===== config.mk =====
export PLATFORM = sky130hd
export DESIGN_NAME = modmul_arbiter
export DESIGN_NICKNAME = d
export VERILOG_FILES = /design/src/rtl/modmul_arbiter.sv
export SDC_FILE = /design/constraint.sdc
export NUM_CORES = 1
export LEC_CHECK = 0
export ABC_AREA = 1
export CORE_MARGIN = 3
export CORE_UTILIZATION = 29
export DETAILED_ROUTE_END_ITERATION = 8
export HOLD_SLACK_MARGIN = 0.12
export PLACE_DENSITY = 0.85
export SLEW_MARGIN = 0
export SYNTH_ARGS = -nofsm -noshare
export SYNTH_HDL_FRONTEND = slang
export SYNTH_SLANG_ARGS = --single-unit

===== constraint.sdc =====
create_clock -name clk -period 2.6 [get_ports clk]
set_clock_uncertainty 0.15 [all_clocks]
set_input_delay 0.52 -clock clk [delete_from_list [all_inputs] [get_ports clk]]
set_output_delay 0.52 -clock clk [all_outputs]
set_load 0.005 [all_outputs]

===== src/rtl/modmul_arbiter.sv =====
`default_nettype none
// ============================================================================
//  Module   : modmul_arbiter
//  Purpose  : Shares one pipelined Modmul among NREQ requesters and steers each
//             result back to the requester that issued it.
//             Define MODMUL_ARB_RR_EN for round-robin arbitration; otherwise
//             the lowest requesting index wins.
//  Revision : 1.0  initial release
// ============================================================================
module modmul_arbiter #(
    parameter int NREQ = 4,
    parameter int LAT  = 2
) (
    input  logic                 clk,
    input  logic                 rst_n,
    input  logic                 en,
    input  logic [NREQ-1:0]      req_valid,
    input  logic [12*NREQ-1:0]   req_a,
    input  logic [12*NREQ-1:0]   req_b,
    output logic [NREQ-1:0]      req_ready,
    output logic [11:0]          mm_a,
    output logic [11:0]          mm_b,
    input  logic [11:0]          mm_r,
    output logic [NREQ-1:0]      rsp_valid,
    output logic [11:0]          rsp_r,
    output logic                 idle
);

    localparam int C_IDXW = (NREQ > 1) ? $clog2(NREQ) : 1;
    localparam int C_CNTW = $clog2(LAT + 1);

    logic [C_IDXW-1:0] r_ptr;
    logic [C_IDXW-1:0] w_ptr_nxt;
    logic [C_IDXW-1:0] w_gidx;
    logic [C_IDXW-1:0] w_cidx;
    logic              w_found;
    logic              w_arb_en;
    logic [LAT-1:0]    r_pv;
    logic [C_IDXW-1:0] r_pi [LAT];
    logic [C_CNTW-1:0] r_cnt;
    logic              w_rsp;

    // Grants are held off while reset is asserted so idle reads 1 throughout.
    assign w_arb_en = en & rst_n;

    // Circular search starting at the pointer; the fixed-priority build keeps
    // the pointer at 0, which turns this into a lowest-index-wins search.
    always_comb begin
        w_found = 1'b0;
        w_gidx  = '0;
        w_cidx  = '0;
        for (int k = 0; k < NREQ; k++) begin
            if (int'(r_ptr) + k >= NREQ) begin
                w_cidx = C_IDXW'(int'(r_ptr) + k - NREQ);
            end else begin
                w_cidx = C_IDXW'(int'(r_ptr) + k);
            end
            if (!w_found && w_arb_en && req_valid[w_cidx]) begin
                w_found = 1'b1;
                w_gidx  = w_cidx;
            end
        end
    end

    always_comb begin
        req_ready = '0;
        if (w_found) begin
            req_ready[w_gidx] = 1'b1;
        end
    end

    always_comb begin
        mm_a = '0;
        mm_b = '0;
        for (int k = 0; k < NREQ; k++) begin
            if (req_ready[k]) begin
                mm_a = req_a[12*k +: 12];
                mm_b = req_b[12*k +: 12];
            end
        end
    end

    always_comb begin
`ifdef MODMUL_ARB_RR_EN
        w_ptr_nxt = r_ptr;
        if (w_found) begin
            w_ptr_nxt = (w_gidx == C_IDXW'(NREQ - 1)) ? '0 : w_gidx + C_IDXW'(1);
        end
`else
        w_ptr_nxt = '0;
`endif
    end

    always_ff @(posedge clk or negedge rst_n) begin
        if (!rst_n) begin
            r_ptr <= '0;
        end else begin
            r_ptr <= w_ptr_nxt;
        end
    end

    // Tag pipeline tracks the Modmul latency so each result finds its owner.
    always_ff @(posedge clk or negedge rst_n) begin
        if (!rst_n) begin
            r_pv <= '0;
            for (int s = 0; s < LAT; s++) begin
                r_pi[s] <= '0;
            end
        end else begin
            r_pv[0] <= w_found;
            r_pi[0] <= w_gidx;
            for (int s = 1; s < LAT; s++) begin
                r_pv[s] <= r_pv[s-1];
                r_pi[s] <= r_pi[s-1];
            end
        end
    end

    assign w_rsp = r_pv[LAT-1];

    always_comb begin
        rsp_valid = '0;
        if (w_rsp) begin
            rsp_valid[r_pi[LAT-1]] = 1'b1;
        end
    end

    assign rsp_r = w_rsp ? mm_r : 12'd0;

    always_ff @(posedge clk or negedge rst_n) begin
        if (!rst_n) begin
            r_cnt <= '0;
        end else begin
            case ({w_found, w_rsp})
                2'b10:   r_cnt <= r_cnt + C_CNTW'(1);
                2'b01:   r_cnt <= r_cnt - C_CNTW'(1);
                default: r_cnt <= r_cnt;
            endcase
        end
    end

    assign idle = (r_cnt == '0) && !w_found;

endmodule
`default_nettype wire


==> flow_metrics.env <==
export IMPL_netlist_instances=256
export IMPL_worst_slew_pin_slew_ns=0.221
export IMPL_pwr_share_clk_pct=20.9
export IMPL_hold_ws_ns=0.182
export IMPL_dr_wl_met3_um=500
export IMPL_pwr_share_seq_pct=22.7
export IMPL_antenna_left=0
export IMPL_intPower_mw=0.510
export IMPL_synth_area_leaders="inv_1, dfrtp_1, nand2_1"
export IMPL_die_width_um=73.2
export IMPL_hold_class="input pin to async pin"
export IMPL_critPathKind="input pin to output pin"
export IMPL_synth_top_area_share_pct=18.4
export IMPL_cts_inserted_buffers=3
export IMPL_grt_pass1_wl_um=10600
export IMPL_chipHeight_um=73.2
export IMPL_synth_seq_area_share_pct=15.3
export IMPL_finalSetupViolations=0
export IMPL_grt_pass1_vias=2318
export IMPL_period_needed_ns=2.56
export IMPL_r2r_end="r_cnt[1]"
export IMPL_grtUsageTotal_pct=24.8
export IMPL_finalCritPeriodShare_pct=98.4
export IMPL_p_leak_nw=1.78
export IMPL_nFillCells=315
export IMPL_max_freq_mhz=391
export IMPL_hold_viol_final=0
export IMPL_cts_tree="done"
export IMPL_layout_nets=565
export IMPL_synth_ff_type="dfrtp_1"
export IMPL_wire_per_inst_um=13.5
export IMPL_endpoint_kind="output pin"
export IMPL_gp_congestion=0.858
export IMPL_grt_max_degree=17
export IMPL_cp_arrival_ns=1.89
export IMPL_swShare_pct=28.3
export IMPL_cts_num_sinks=8
export IMPL_clk_latency_ns=0.23
export IMPL_total_power_mw=0.710
export IMPL_top_layer="met4"
export IMPL_wl_met2_um=3530
export IMPL_synth_edf_count=0
export IMPL_postCtsHoldBufs=0
export IMPL_rows=23
export IMPL_fp_dieArea_um2=5360
export IMPL_core_area_um2=4170
export IMPL_cp_required_ns=1.93
export IMPL_area_growth_pct=153
export IMPL_synthDistinctLibCells=21
export IMPL_drc_errors=0
export IMPL_p_comb_share_pct=56.4
export IMPL_placed_area_um2=3120
export IMPL_drt_initial_drc_count=148
export IMPL_io_pins=160
export IMPL_grt_overflow_total=0
export IMPL_slew_violations=0
export IMPL_startpoint_type="input pin"
export IMPL_fin_area_um2=3310
export IMPL_slew_headroom_pct=85.2
export IMPL_vias_per_cell=4.70
export IMPL_reg2reg_from="r_pv[1]"
export IMPL_antenna_found_initial=0
export IMPL_portBuffers=159
export IMPL_ys_ff_latch=8
export IMPL_yosysTopAreaCell="inv_1"
export IMPL_drive_above_1_share_pct=14.1
export IMPL_cts_root_buffer="clkbuf_8"
export IMPL_syn_nets=372
export IMPL_maxCapViolCount=0
export IMPL_met1_length_um=2510
export IMPL_status="finished, final reports clean"
export IMPL_ctsLongestPathBuffers=2
export IMPL_finalSetupTns_ns=0
export IMPL_ys_warn_count=0
export IMPL_p_switching_mw=0.201
export IMPL_clk_pin_slew_ns=0.04
export IMPL_async_reset_ff_share_pct=100
export IMPL_wirelength_um=6690
export IMPL_place_hpwl_um=5150
export IMPL_vias=2335
export IMPL_ff2ff_path_depth=5
export IMPL_diodes=0
export IMPL_critPathMaxFanout=4
export IMPL_syn_area_um2=1310
export IMPL_power_density_nw_per_um2=215
export IMPL_first_pass_iters=4
export IMPL_peakVddDrop_mv=0.150
export IMPL_synth_avg_cell_area_um2=5.11
export IMPL_regToRegSetupSlack_ns=1.14
export IMPL_cts_max_level=1
export IMPL_initial_core_util_pct=31.4
[synthesized netlist by cell type (2+ instances only)]
library cell	instances
a21oi_1	15
buf_2	3
buf_4	3
clkbuf_1	5
dfrtp_1	8
inv_1	64
nand2_1	50
nand2_2	2
nand3_1	11
nand4_1	20
nor2_1	46
nor3_1	19
xnor2_1	2
[stage by stage]
step	util [%]	cells	worst slack, ns
6_report	79.3	497	0.0424
5_1_grt	79.3	497	-0.0214
4_1_cts	79.2	495	0.000668
3_5_place_dp	74.8	477	-0.346
3_3_place_gp	74.8	477	-0.283
2_1_floorplan	-	256	0.701
[cell families (layout without fill, tap and decap cells)]
group,after synthesis,in the layout,synth area share (%)
XOR/XNOR,2,2,1.34
AO/OA/AOI/OAI,16,16,6.12
AND/OR/NAND/NOR,153,153,53.3
adder cells (fa/ha/maj),1,1,0.956
buffers and inverters,76,267,22.9
flip-flops,8,8,15.3
[cell type report]
class,instances,area (um2),share of cell area (%)
clock buffers,3,41.3,1.25
inverters,64,240,7.26
multi-input cells,172,846,25.6
flip-flops and latches,8,200,6.05
well taps,50,62.6,1.89
repair buffers,200,1920,58.0
[worst max-delay path, stage by stage]
cell and delay (ns):
dlygate4sd2_1 0.26, buf_4 0.16, nor3_4 0.25, buf_6 0.14, buf_4 0.11, buf_4 0.09
a21oi_1 0.07, nand2_1 0.08, clkdlybuf4s15_1 0.21
[layout by cell type, fill, tap and decap left out, drive strengths merged, types with 2 or more instances in the layout]
cell type | netlist | routed
nor3 | 20 | 20
nor2 | 48 | 48
buf | 7 | 41
a21oi | 15 | 15
clkdlybuf4s15 | 0 | 6
xnor2 | 2 | 2
dlygate4sd2 | 0 | 22
clkdlybuf4s50 | 0 | 127
nand2 | 52 | 52
clkbuf | 5 | 6
nand4 | 20 | 20
inv | 64 | 64
dfrtp | 8 | 8
nand3 | 12 | 12
[state kept, by name (all words and copies together) (netlist names)]
signal / flops
r_cnt: 2
r_pv: 2
r_pi: 4
[power groups by stage]
stage | Clock (mW) | Combinational, mW | Sequential (mW)
after global placement | 0 | 0.393 | 0.161
after detailed placement | 0 | 0.401 | 0.163
after floorplan | 0 | 0.111 | 0.160
final | 0.149 | 0.401 | 0.161
after global routing | 0.158 | 0.435 | 0.165
after CTS | 0.147 | 0.399 | 0.161
[worst max-delay path by stage]
stage / start / end / slack (ns) / cells past startpoint
5_1_grt: req_valid[0] / mm_a[7] / -0.02 / 9
4_1_cts: rst_n / mm_a[9] / 0.0007 / 10
2_1_floorplan: en / mm_a[10] / 0.70 / 7
3_5_place_dp: req_valid[1] / idle / -0.35 / 8
3_3_place_gp: rst_n / mm_a[7] / -0.28 / 7
6_report: req_valid[0] / mm_a[7] / 0.04 / 9
[routing by layer]
metal  vias up  GRT usage [%]
met3        17           4.27
met5         -              0
met4         0           7.79
li1       1170              -
met2       123           45.1
met1      1025           29.0
[what timing repair did]
| action | 4_1_cts | 5_1_grt |
|---|---|---|
| resized for setup | 56 | 6 |
| pin swaps | 5 | 1 |
| setup buffers | 13 | 2 |
| cloned | 2 | 0 |
| endpoints found under the setup margin | 29 | 10 |
Power figures use the tool's default switching activity.
